$ cat config.mk
export PLATFORM = sky130hd
export DESIGN_NAME = dram_port_arbiter_flat
export DESIGN_NICKNAME = d
export VERILOG_FILES = /design/src/rtl/dram_port_arbiter_pkg.sv /design/src/rtl/dram_port_arbiter_if.sv /design/src/rtl/dram_arb_rr_pick.sv /design/src/rtl/dram_port_arbiter.sv /design/src/flat_wrapper.sv
export SDC_FILE = /design/constraint.sdc
export NUM_CORES = 1
export LEC_CHECK = 0
export BUFFER_PORTS_ARGS = -buffer_cell sky130_fd_sc_hd__buf_2
export CORE_MARGIN = 2
export CORE_UTILIZATION = 45
export DETAILED_ROUTE_END_ITERATION = 10
export PLACE_DENSITY = 0.8
export SLEW_MARGIN = 25
export SYNTH_ARGS = -nofsm -noshare
export SYNTH_HDL_FRONTEND = slang
export SYNTH_HIERARCHICAL = 1
export SYNTH_SLANG_ARGS = --single-unit
$ cat constraint.sdc
create_clock -name clk -period 2.15 [get_ports clk]
set_clock_uncertainty 0.2 [all_clocks]
set_input_delay 0.3225 -clock clk [delete_from_list [all_inputs] [get_ports clk]]
set_output_delay 0.3225 -clock clk [all_outputs]
set_load 0.01 [all_outputs]
$ cat src/rtl/dram_port_arbiter_pkg.sv
// Shared constants and FSM encoding for the two-requester DRAM port arbiter.
package dram_port_arbiter_pkg;

  localparam int unsigned MEM_ADDR_BITS           = 24;
  localparam int unsigned XLEN                    = 32;
  localparam int unsigned DRAM_ARB_TIMEOUT_CYCLES = 1023;

  typedef enum logic [1:0] {
    StIdle  = 2'd0,
    StIssue = 2'd1,
    StWait  = 2'd2,
    StDone  = 2'd3
  } arb_state_e;

endpackage

$ cat src/rtl/dram_port_arbiter_if.sv
// Requester-side and DRAM-side signals of the arbiter. The slave modport is the arbiter's
// view; the master modport is the view of the requesters plus the DRAM model.
interface dram_port_arbiter_if #(
  parameter int unsigned ADDR_BITS = dram_port_arbiter_pkg::MEM_ADDR_BITS,
  parameter int unsigned DATA_BITS = dram_port_arbiter_pkg::XLEN
);

  logic [1:0]                  rq_read_en;
  logic [1:0]                  rq_write_en;
  logic [1:0][ADDR_BITS-1:0]   rq_addr;
  logic [1:0][DATA_BITS/8-1:0] rq_byte_enable;
  logic [1:0][DATA_BITS-1:0]   rq_write_data;
  logic [1:0]                  rq_ack;
  logic [1:0][DATA_BITS-1:0]   rq_read_data;
  logic [1:0]                  rq_error;

  logic                        dram_ack;
  logic [DATA_BITS-1:0]        dram_mem_read_data;
  logic [ADDR_BITS-1:0]        dram_mem_addr;
  logic [DATA_BITS/8-1:0]      dram_mem_byte_enable;
  logic [DATA_BITS-1:0]        dram_mem_write_data;
  logic                        dram_mem_read_en;
  logic                        dram_mem_write_en;

  logic                        busy;

  modport slave (
    input  rq_read_en, rq_write_en, rq_addr, rq_byte_enable, rq_write_data,
    output rq_ack, rq_read_data, rq_error,
    input  dram_ack, dram_mem_read_data,
    output dram_mem_addr, dram_mem_byte_enable, dram_mem_write_data,
    output dram_mem_read_en, dram_mem_write_en,
    output busy
  );

  modport master (
    output rq_read_en, rq_write_en, rq_addr, rq_byte_enable, rq_write_data,
    input  rq_ack, rq_read_data, rq_error,
    output dram_ack, dram_mem_read_data,
    input  dram_mem_addr, dram_mem_byte_enable, dram_mem_write_data,
    input  dram_mem_read_en, dram_mem_write_en,
    input  busy
  );

endinterface

$ cat src/rtl/dram_arb_rr_pick.sv
// Combinational two-way round-robin pick: a tie goes to the requester not served last.
module dram_arb_rr_pick (
  input  logic [1:0] req_valid,
  input  logic       last_grant,
  output logic       grant_valid,
  output logic       grant_idx
);

  always_comb begin
    grant_valid = |req_valid;
    case (req_valid)
      2'b01:   grant_idx = 1'b0;
      2'b10:   grant_idx = 1'b1;
      2'b11:   grant_idx = ~last_grant;
      default: grant_idx = 1'b0;
    endcase
  end

endmodule

$ cat src/rtl/dram_port_arbiter.sv
// Shares one DRAM port between two requesters, one registered transaction at a time.
// Optional WAIT watchdog is enabled with `define DRAM_ARB_TIMEOUT_EN.
module dram_port_arbiter
  import dram_port_arbiter_pkg::*;
#(
  parameter int unsigned ADDR_BITS      = MEM_ADDR_BITS,
  parameter int unsigned DATA_BITS      = XLEN,
  parameter int unsigned TIMEOUT_CYCLES = DRAM_ARB_TIMEOUT_CYCLES
) (
  input  logic               clk,
  input  logic               reset_n,
  input  logic               sync_reset,
  dram_port_arbiter_if.slave bus
);

  localparam int unsigned BE_BITS = DATA_BITS / 8;

  arb_state_e                state_q, state_d;
  logic                      last_grant_q, last_grant_d;
  logic                      grant_q, grant_d;
  logic [1:0]                req_valid;
  logic                      grant_valid, grant_idx;
  logic                      timeout;

  logic [ADDR_BITS-1:0]      addr_q, addr_d;
  logic [BE_BITS-1:0]        be_q, be_d;
  logic [DATA_BITS-1:0]      wdata_q, wdata_d;
  logic                      rd_en_q, rd_en_d;
  logic                      wr_en_q, wr_en_d;
  logic [1:0]                ack_q, ack_d;
  logic [1:0]                err_q, err_d;
  logic [1:0][DATA_BITS-1:0] rdata_q, rdata_d;
  logic                      busy_q, busy_d;

  assign req_valid = bus.rq_read_en | bus.rq_write_en;

  dram_arb_rr_pick u_pick (
    .req_valid   (req_valid),
    .last_grant  (last_grant_q),
    .grant_valid (grant_valid),
    .grant_idx   (grant_idx)
  );

`ifdef DRAM_ARB_TIMEOUT_EN
  localparam int unsigned CNT_BITS = $clog2(TIMEOUT_CYCLES + 1);

  logic [CNT_BITS-1:0] cnt_q, cnt_d, cnt_inc;

  // Counter holds the number of cycles elapsed since the command pulse (0 during ISSUE).
  assign cnt_inc = cnt_q + CNT_BITS'(1);
  assign timeout = (state_q == StWait) && (cnt_inc == CNT_BITS'(TIMEOUT_CYCLES));

  always_comb begin
    cnt_d = cnt_q;
    if (sync_reset || state_q == StIdle) begin
      cnt_d = '0;
    end else if (state_q == StIssue || state_q == StWait) begin
      cnt_d = cnt_inc;
    end
  end

  always_ff @(posedge clk or negedge reset_n) begin
    if (!reset_n) begin
      cnt_q <= '0;
    end else begin
      cnt_q <= cnt_d;
    end
  end
`else
  logic unused_timeout_cycles;

  assign timeout               = 1'b0;
  assign unused_timeout_cycles = ^TIMEOUT_CYCLES;
`endif

  always_comb begin
    state_d      = state_q;
    last_grant_d = last_grant_q;
    grant_d      = grant_q;
    addr_d       = addr_q;
    be_d         = be_q;
    wdata_d      = wdata_q;
    rd_en_d      = 1'b0;
    wr_en_d      = 1'b0;
    ack_d        = '0;
    err_d        = '0;
    rdata_d      = rdata_q;

    unique case (state_q)
      StIdle: begin
        if (grant_valid) begin
          grant_d = grant_idx;
          addr_d  = bus.rq_addr[grant_idx];
          be_d    = bus.rq_byte_enable[grant_idx];
          wdata_d = bus.rq_write_data[grant_idx];
          // Write takes precedence when a requester raises both levels.
          wr_en_d = bus.rq_write_en[grant_idx];
          rd_en_d = ~bus.rq_write_en[grant_idx];
          state_d = StIssue;
        end
      end
      StIssue: state_d = StWait;
      StWait: begin
        if (bus.dram_ack) begin
          rdata_d[grant_q] = bus.dram_mem_read_data;
          ack_d[grant_q]   = 1'b1;
          last_grant_d     = grant_q;
          state_d          = StDone;
        end else if (timeout) begin
          rdata_d[grant_q] = '0;
          ack_d[grant_q]   = 1'b1;
          err_d[grant_q]   = 1'b1;
          last_grant_d     = grant_q;
          state_d          = StDone;
        end
      end
      StDone:  state_d = StIdle;
      default: state_d = StIdle;
    endcase

    busy_d = (state_d != StIdle);

    if (sync_reset) begin
      state_d      = StIdle;
      last_grant_d = 1'b1;
      grant_d      = 1'b0;
      addr_d       = '0;
      be_d         = '0;
      wdata_d      = '0;
      rd_en_d      = 1'b0;
      wr_en_d      = 1'b0;
      ack_d        = '0;
      err_d        = '0;
      rdata_d      = '0;
      busy_d       = 1'b0;
    end
  end

  always_ff @(posedge clk or negedge reset_n) begin
    if (!reset_n) begin
      state_q      <= StIdle;
      last_grant_q <= 1'b1;
      grant_q      <= 1'b0;
      addr_q       <= '0;
      be_q         <= '0;
      wdata_q      <= '0;
      rd_en_q      <= 1'b0;
      wr_en_q      <= 1'b0;
      ack_q        <= '0;
      err_q        <= '0;
      rdata_q      <= '0;
      busy_q       <= 1'b0;
    end else begin
      state_q      <= state_d;
      last_grant_q <= last_grant_d;
      grant_q      <= grant_d;
      addr_q       <= addr_d;
      be_q         <= be_d;
      wdata_q      <= wdata_d;
      rd_en_q      <= rd_en_d;
      wr_en_q      <= wr_en_d;
      ack_q        <= ack_d;
      err_q        <= err_d;
      rdata_q      <= rdata_d;
      busy_q       <= busy_d;
    end
  end

  assign bus.dram_mem_addr        = addr_q;
  assign bus.dram_mem_byte_enable = be_q;
  assign bus.dram_mem_write_data  = wdata_q;
  assign bus.dram_mem_read_en     = rd_en_q;
  assign bus.dram_mem_write_en    = wr_en_q;
  assign bus.rq_ack               = ack_q;
  assign bus.rq_error             = err_q;
  assign bus.rq_read_data         = rdata_q;
  assign bus.busy                 = busy_q;

endmodule

$ cat src/flat_wrapper.sv
// flat-port wrapper written by rule: the top's interface ports become plain ports
module dram_port_arbiter_flat import dram_port_arbiter_pkg::*;
#(
  parameter int unsigned ADDR_BITS      = MEM_ADDR_BITS,
  parameter int unsigned DATA_BITS      = XLEN,
  parameter int unsigned TIMEOUT_CYCLES = DRAM_ARB_TIMEOUT_CYCLES
)
  (clk, reset_n, sync_reset, bus_rq_read_en, bus_rq_write_en, bus_rq_addr, bus_rq_byte_enable, bus_rq_write_data, bus_rq_ack, bus_rq_read_data, bus_rq_error, bus_dram_ack, bus_dram_mem_read_data, bus_dram_mem_addr, bus_dram_mem_byte_enable, bus_dram_mem_write_data, bus_dram_mem_read_en, bus_dram_mem_write_en, bus_busy);
  dram_port_arbiter_if #(.ADDR_BITS(ADDR_BITS), .DATA_BITS(DATA_BITS)) bus_i ();
  input  logic clk;
  input  logic reset_n;
  input  logic sync_reset;
  input wire logic [$bits(bus_i.rq_read_en)-1:0] bus_rq_read_en;
  input wire logic [$bits(bus_i.rq_write_en)-1:0] bus_rq_write_en;
  input wire logic [$bits(bus_i.rq_addr)-1:0] bus_rq_addr;
  input wire logic [$bits(bus_i.rq_byte_enable)-1:0] bus_rq_byte_enable;
  input wire logic [$bits(bus_i.rq_write_data)-1:0] bus_rq_write_data;
  output wire logic [$bits(bus_i.rq_ack)-1:0] bus_rq_ack;
  output wire logic [$bits(bus_i.rq_read_data)-1:0] bus_rq_read_data;
  output wire logic [$bits(bus_i.rq_error)-1:0] bus_rq_error;
  input wire logic [$bits(bus_i.dram_ack)-1:0] bus_dram_ack;
  input wire logic [$bits(bus_i.dram_mem_read_data)-1:0] bus_dram_mem_read_data;
  output wire logic [$bits(bus_i.dram_mem_addr)-1:0] bus_dram_mem_addr;
  output wire logic [$bits(bus_i.dram_mem_byte_enable)-1:0] bus_dram_mem_byte_enable;
  output wire logic [$bits(bus_i.dram_mem_write_data)-1:0] bus_dram_mem_write_data;
  output wire logic [$bits(bus_i.dram_mem_read_en)-1:0] bus_dram_mem_read_en;
  output wire logic [$bits(bus_i.dram_mem_write_en)-1:0] bus_dram_mem_write_en;
  output wire logic [$bits(bus_i.busy)-1:0] bus_busy;
  assign bus_i.rq_read_en = bus_rq_read_en;
  assign bus_i.rq_write_en = bus_rq_write_en;
  assign bus_i.rq_addr = bus_rq_addr;
  assign bus_i.rq_byte_enable = bus_rq_byte_enable;
  assign bus_i.rq_write_data = bus_rq_write_data;
  assign bus_rq_ack = bus_i.rq_ack;
  assign bus_rq_read_data = bus_i.rq_read_data;
  assign bus_rq_error = bus_i.rq_error;
  assign bus_i.dram_ack = bus_dram_ack;
  assign bus_i.dram_mem_read_data = bus_dram_mem_read_data;
  assign bus_dram_mem_addr = bus_i.dram_mem_addr;
  assign bus_dram_mem_byte_enable = bus_i.dram_mem_byte_enable;
  assign bus_dram_mem_write_data = bus_i.dram_mem_write_data;
  assign bus_dram_mem_read_en = bus_i.dram_mem_read_en;
  assign bus_dram_mem_write_en = bus_i.dram_mem_write_en;
  assign bus_busy = bus_i.busy;
  dram_port_arbiter #(.ADDR_BITS(ADDR_BITS), .DATA_BITS(DATA_BITS), .TIMEOUT_CYCLES(TIMEOUT_CYCLES)) u_core (.clk(clk), .reset_n(reset_n), .sync_reset(sync_reset), .bus(bus_i));
endmodule
==> metrics.md, run 1 <==
| Metric | Value |
|---|---|
| RSZ-0062 raised after global routing | `no` |
| Tightest Pin Transition | `0.989 ns` |
| Final Hold Slack | `0.0120 ns` |
| Slew headroom | `33.6%` |
| Internal Power | `5.59 mW` |
| Overall Power | `8.08 mW` |
| I/O Buffers | `288` |
| Switching Share | `30.8%` |
| Clock-pin slew on the worst setup and hold paths | `~0.05 ns` |
| Syn Std Cell Area | `0.00557 mm^2` |
| Status | `finished, final reports clean` |
| FMAX | `475 MHz` |
| GPL Wtd Cong | `~0.85` |
| Die Ht | `115 um` |
| Final hold vios | `0` |
| Fin nets | `880` |
| Largest net degree at the start of global routing | `62` |
| Setup CP Type | `in2reg` |
| Pre-CTS WS | `0.100 ns` |
| HPWL reported at the end of detailed placement | `around 12,000 um` |
| Sequential power share | `between 30% and 40%` |
| Top FF cell, synth | `dfrtp_1` |
| Post-DRT Antenna Nets | `0` |
| Fin cells | `896` |
| Sequential fraction of the synthesis area | `59.8%` |
| Routed vias | `4,797` |
| DRC errors left | `0` |
| CP Capture Type | `flop` |
| Clock sinks | `about 130` |
| Comb power frac | `around 28%` |
| TNS Setup | `0 ns` |
| Startpoint types | `input pin` |
| Area added between synthesis and finish | `47.7%` |
| Die area | `0.0133 mm^2` |
| Pins Over Slew Limit | `0` |
| Setup Fix Bufs, Post-CTS | `0` |
| Initial antenna violation count | `2` |
| DR WL/cell | `around 19 um` |
| Clk pwr share | `31.7%` |
| CP arrival | `2.20 ns` |
| Mapped Cells | `~390` |
| First-pass GRT wire length | `25,200 um` |
| Worst skew pair latency | `roughly 0.41 ns` |
| Register area | `approximately 0.0033 mm^2` |
| Core footprint | `0.0121 mm^2` |
| Unique cell type count in the Yosys netlist | `29` |
| Class of the worst hold path | `in2reg` |
| DR pass1 iterations | `7` |
| DIE WIDTH | `115 um` |
| Initial core utilization | `between 40% and 50%` |
| Worst Slack Setup Final | `between 0.04 and 0.05 ns` |
| WP data required | `2.24 ns` |
| Final worst-path cycle share | `97.8%` |
| Yosys top cell by area | `dfrtp_1` |
| DRT iter0 DRCs | `323` |
| # H-tree levels | `4` |
| Final min period | `2.10 ns` |
| Multi-input gate area | `approximately 0.002 mm^2` |
| Fill cell count | `845` |
| CTS tree | `yes` |
| Row count | `40` |
| Routed WL | `16,700 um` |
| Clock Path Buffers | `2` |
| Synth Register Bits | `133` |
| Leading post-synthesis cells by cell area | `dfrtp_1, mux2i_1, o2bb2ai_1` |
| I/O pin count | `291` |
| # Max-Cap Violations | `0` |
| P_sw | `2.49 mW` |
| CP max FO | `15` |
| GRT Total Usage | `between 20% and 30%` |
| Vias in the first global route | `4,930` |
| Gr ovfl total | `0` |
| Syn Area/Cell | `14.4 um^2` |
| Root buf cell | `clkbuf_16` |
| Synth warnings | `6` |
| Layout cell share with drive strength beyond 1 | `a little under half` |
| Clock buffer count from CTS | `17` |
| Placed insts | `822` |
| Worst VDD drop | `about 0.54 mV` |
| Static Leak | `4.27 nW` |
| Synth top area share | `59.3%` |
| Async set-reset flop share out of synthesis | `100%` |
| DR vias/cell | `between 5 and 6` |
| Final setup fails | `0` |
| EDFF count, synth | `0` |
| PwrDens | `983 mW/mm^2` |
## metrics by stage
step           instance area [um^2]  utilization [%]
2_1_floorplan                  5570                -
3_3_place_gp                   7230             59.9
3_5_place_dp                   7230             59.9
4_1_cts                        8180             67.9
5_1_grt                        8220             68.1
6_report                       8220             68.1
## flip-flops by register name (all words and copies together) (netlist names)
| signal | flops |
|---|---|
| u_core/bus.dram_mem_byte_enable | 4 |
| u_core/grant_q | 1 |
| u_core/bus.rq_ack | 2 |
| u_core/bus.dram_mem_read_en | 1 |
| u_core/bus.dram_mem_addr | 24 |
| u_core/bus.dram_mem_write_en | 1 |
| u_core/bus.rq_read_data | 64 |
| u_core/bus.dram_mem_write_data | 32 |
| u_core/last_grant_q | 1 |
| u_core/bus.busy | 1 |
| u_core/state_q | 2 |
## synthesized netlist by cell type (all sizes together), types with 2 or more instances
cell and count:
dfrtp 132, mux2i 62, o2bb2ai 60, a22o 32, a32o 32, buf 31, clkbuf 8, inv 4
ha 3, nor2 3, or2 3, a211oi 2, nand3b 2, nor2b 2
## kinds of logic after synthesis
| group | count (synthesis) | share of synthesized area, % |
|---|---|---|
| compound gates | 131 | 21.4 |
| fa+ha+maj | 3 | 0.674 |
| buf+inv | 43 | 5.26 |
| flops | 133 | 59.8 |
| mux | 62 | 11.1 |
| other cells | 1 | 0.0674 |
| simple gates | 14 | 1.66 |
## critical path: stages
cell and delay [ns]:
buf_2 0.11, or2_2 0.33, a21boi_4 0.20, buf_12 0.20, buf_12 0.17, mux2i_1 0.20, dlygate4sd3_1 0.58, o2bb2ai_1 0.07
## layer usage
metal | global-route usage [%] | vias to the layer above | wire length [um]
met5 | 0 | - | 11
met2 | 43.5 | 243 | 8510
met4 | 10.1 | 2 | 455
met1 | 28.3 | 2347 | 6530
met3 | 7.75 | 41 | 1160
li1 | - | 2164 | -
## cell type report
type / instances / share of cell area (%)
diodes: 1 / 0.0304
clock buffers: 23 / 5.69
clock inverters: 6 / 0.670
inverters: 4 / 0.183
multi-input cells: 212 / 23.9
flip-flops and latches: 133 / 40.5
well taps: 168 / 2.56
repair buffers: 349 / 26.4
## final timing paths
kind,cells after the start,end,start,slack [ns]
max,8,u_core/bus.dram_mem_write_data[21],bus_rq_write_en[0],0.05
min,3,u_core/bus.dram_mem_byte_enable[2],bus_rq_byte_enable[2],0.01
max reg2reg,6,u_core/bus.dram_mem_write_data[21],u_core/last_grant_q,0.05
min reg2reg,1,u_core/bus.dram_mem_addr[11],u_core/bus.dram_mem_addr[11],0.28
max in group asynchronous,3,u_core/last_grant_q,reset_n,0.95
min in group asynchronous,2,u_core/bus.dram_mem_addr[4],reset_n,0.22
## layout by cell type, fill, tap and decap left out, types with 2 or more instances in the layout
cell type      netlist  final
clkbuf_16            0     18
a211oi_1             2      2
ha_1                 3      3
mux2i_1             62     62
inv_1                4      3
nor2b_1              2      2
clkbuf_1             8      4
clkinv_2             0      5
buf_4                2      7
o2bb2ai_1           60     60
conb_1               1      2
dfrtp_1            132    132
nor2_1               3      3
buf_12               0     10
dlygate4sd3_1        0     43
a32o_1              32     32
buf_2               15    287
or2_2                2      2
a22o_1              32     32
clkbuf_8             0      2
## power groups by stage
stage                     Clock [mW]  Sequential [mW]  Combinational [mW]
final                           2.56             3.22                2.30
after global routing            2.74             3.26                2.48
after CTS                       2.63             3.22                2.28
after detailed placement           0             3.25                2.20
after global placement             0             3.24                2.12
after floorplan                    0             3.43                1.02
## what timing repair did
item,4_1_cts,5_1_grt
gates resized for setup,0,1
endpoints found under the setup margin,0,1
hold buffers,43,0
hold endpoints to repair,95,0
No activity file was read; power rests on OpenSTA's default activity.
==> inputs of run 2 (changes only) <==
--- a/config.mk
+++ b/config.mk
@@ -6,6 +6,7 @@
 export NUM_CORES = 1
 export LEC_CHECK = 0
 export BUFFER_PORTS_ARGS = -buffer_cell sky130_fd_sc_hd__buf_2
+export CORE_ASPECT_RATIO = 0.6
 export CORE_MARGIN = 2
 export CORE_UTILIZATION = 45
 export DETAILED_ROUTE_END_ITERATION = 10
==> metrics.md, run 2 (synthesis results as in run 1) <==
| Metric | Value |
|---|---|
| Routed WL | `15,700 um (-6.1%)` |
| Worst VDD drop | `0.581 mV (+8.4%)` |
| Worst r2r src | `u_core/last_grant_q` |
| Gr ovfl total | `0 (unchanged)` |
| Root buf cell | `clkbuf_16` |
| DRC errors left | `0 (unchanged)` |
| Final core utilization | `67.7% (-0.41 points)` |
| Tightest Pin Transition | `1.00 ns (+0.0153 ns)` |
| Die area | `0.0133 mm^2 (+0.22%)` |
| Static Leak | `4.24 nW (-0.65%)` |
| Row count | `31 (-23%)` |
| Register area | `0.00333 mm^2 (unchanged)` |
| Final worst-path cycle share | `98.1% (+0.25 points)` |
| First-pass GRT wire length | `25,700 um (+2.0%)` |
| PwrDens | `1020 mW/mm^2 (+4.2%)` |
| Largest net degree at the start of global routing | `75 (+21%)` |
| Fill cell count | `874 (+3.4%)` |
| Final min period | `2.11 ns (+0.00538 ns)` |
| Startpoint types | `flop` |
| R2R setup slack | `0.04 ns (about the same)` |
| Slew headroom | `32.6% (-1.0 points)` |
| Final hold vios | `0 (unchanged)` |
| GPL Wtd Cong | `0.835 (-1.9%)` |
| Area added between synthesis and finish | `46.8%` |
| Max FFs per register | `64 (unchanged)` |
| DR vias/cell | `5.32 (-0.62%)` |
| Hold path depth | `3 (unchanged)` |
| DIE WIDTH | `148 um (+28%)` |
| Clock buffer count from CTS | `17 (unchanged)` |
| DRT iter0 DRCs | `205 (-37%)` |
| Setup Fix Bufs, Post-CTS | `0 (unchanged)` |
| Die Ht | `90.2 um (-22%)` |
| DR pass1 iterations | `5 (-2)` |
| # H-tree levels | `4 (unchanged)` |
| Status | `finished, final reports clean` |
| DR WL/cell | `17.7 um (-5.0%)` |
| Post-CTS resize count | `0 (unchanged)` |
| CP max FO | `28 (+13)` |
| Hold Path End | `u_core/bus.dram_mem_write_data[17]` |
| FMAX | `474 MHz (-0.25%)` |
| Core footprint | `0.0121 mm^2 (about the same)` |
| Layout cell share with drive strength beyond 1 | `47.2% (+0.53 points)` |
| WP data required | `2.24 ns (about the same)` |
| Most common cell after layout, fill and taps aside | `buf_2` |
| Initial core utilization | `46.1% (about the same)` |
| Most frequent cells in the layout | `buf_2, dfrtp_1, mux2i_1` |
| Routed vias | `4,714 (-1.7%)` |
| CTS tree | `yes` |
| Clock sinks | `133 (unchanged)` |
| Fin nets | `871 (-1.0%)` |
| Hold path startpoint | `bus_rq_write_data[49]` |
| Worst r2r dst | `u_core/bus.dram_mem_write_data[18]` |
| Setup CP Type | `reg2reg` |
| RSZ-0062 raised after global routing | `no` |
| Clock Path Buffers | `2 (unchanged)` |
| CP arrival | `2.20 ns (about the same)` |
| Post-DRT Antenna Nets | `0 (unchanged)` |
| # Max-Cap Violations | `0 (unchanged)` |
| CP Capture Type | `flop` |
| Clock-pin slew on the worst setup and hold paths | `0.06 ns (about the same)` |
| Vias in the first global route | `5,028 (+2.0%)` |
| Final setup fails | `0 (unchanged)` |
| TNS Setup | `0 ns (unchanged)` |
| I/O Buffers | `288 (unchanged)` |
| Multi-input gate area | `0.00197 mm^2 (unchanged)` |
| GRT Total Usage | `24.1% (-0.74 points)` |
| HPWL reported at the end of detailed placement | `10,900 um (-5.3%)` |
| I/O pin count | `291 (unchanged)` |
| Initial antenna violation count | `0 (-2)` |
| # diodes | `0 (-1)` |
| Class of the worst hold path | `in2reg` |
| Reg2reg path depth | `5 (-1)` |
| Pins Over Slew Limit | `0 (unchanged)` |
| Worst skew pair latency | `0.39 ns (-0.02 ns)` |
## run 2: cell types whose count changed in the layout (fill, tap and decap cells not counted), sizes merged, moves of 2 or more
cell	delta
dlygate4sd3	-5
buf	-3
clkbuf	-3
bufinv	+2
clkinvlp	+2
## run 2: where the power goes
group	total [mW]	internal, mW	switching, mW
sequential	3.21	2.96	0.254
combinational	2.19	0.969	1.22
clock	2.96	1.89	1.07
## run 2: metal layers
layer / track usage (%) / part of all wire, % / vias up
met2: 40.8 / 50 / 205
met3: 5.13 / 6.5 / 27
met4: 8.73 / 1.8 / 0
li1: - / - / 2160
met5: 0 / 0 / -
met1: 30.7 / 41 / 2322
## run 2: through the flow
stage                     cells  setup slack [ns]  cell area [um^2]  hold WS (ns)  total power [mW]
final                       886            0.0410              8170        0.0157              8.37
after global routing        886           0.00692              8170        0.0153              8.76
after CTS                   886            0.0532              8170       0.00127              8.44
after detailed placement    816             0.125              7180         0.157              5.39
after global placement      816             0.204              7180         0.152              5.30
after floorplan             388             0.349              5570        -0.173              4.45
## run 2: critical path, cell delays in order (launching register included)
cell and delay, ns:
dfstp_2 0.38, a21boi_4 0.31, buf_12 0.27, mux2i_1 0.21, dlygate4sd3_1 0.57, o2bb2ai_1 0.07
## run 2: worst max-delay path by stage
stage                        start                            endpoint  cells after the start  slack (ns)
2_1_floorplan   bus_rq_write_en[1]         u_core/bus.dram_mem_addr[0]                      5        0.35
3_3_place_gp    bus_rq_write_en[0]   u_core/bus.dram_mem_write_data[1]                      6        0.20
3_5_place_dp    bus_rq_write_en[0]        u_core/bus.dram_mem_addr[10]                      6        0.12
4_1_cts        u_core/last_grant_q  u_core/bus.dram_mem_write_data[18]                      5        0.05
5_1_grt        u_core/last_grant_q  u_core/bus.dram_mem_write_data[18]                      5       0.007
6_report       u_core/last_grant_q  u_core/bus.dram_mem_write_data[18]                      5        0.04
## run 2: what timing repair did
item,in CTS,in global routing
hold buffers,38,0
endpoints found under the hold margin,200,0
endpoints found under the setup margin,0,1
## run 2: layout make-up
| class | instances | share of cell area, % |
|---|---|---|
| well taps | 165 | 2.53 |
| flip-flops and latches | 133 | 40.8 |
| clock inverters | 11 | 1.84 |
| multi-input cells | 212 | 24.1 |
| inverters | 4 | 0.184 |
| repair buffers | 340 | 25.0 |
| clock buffers | 21 | 5.64 |
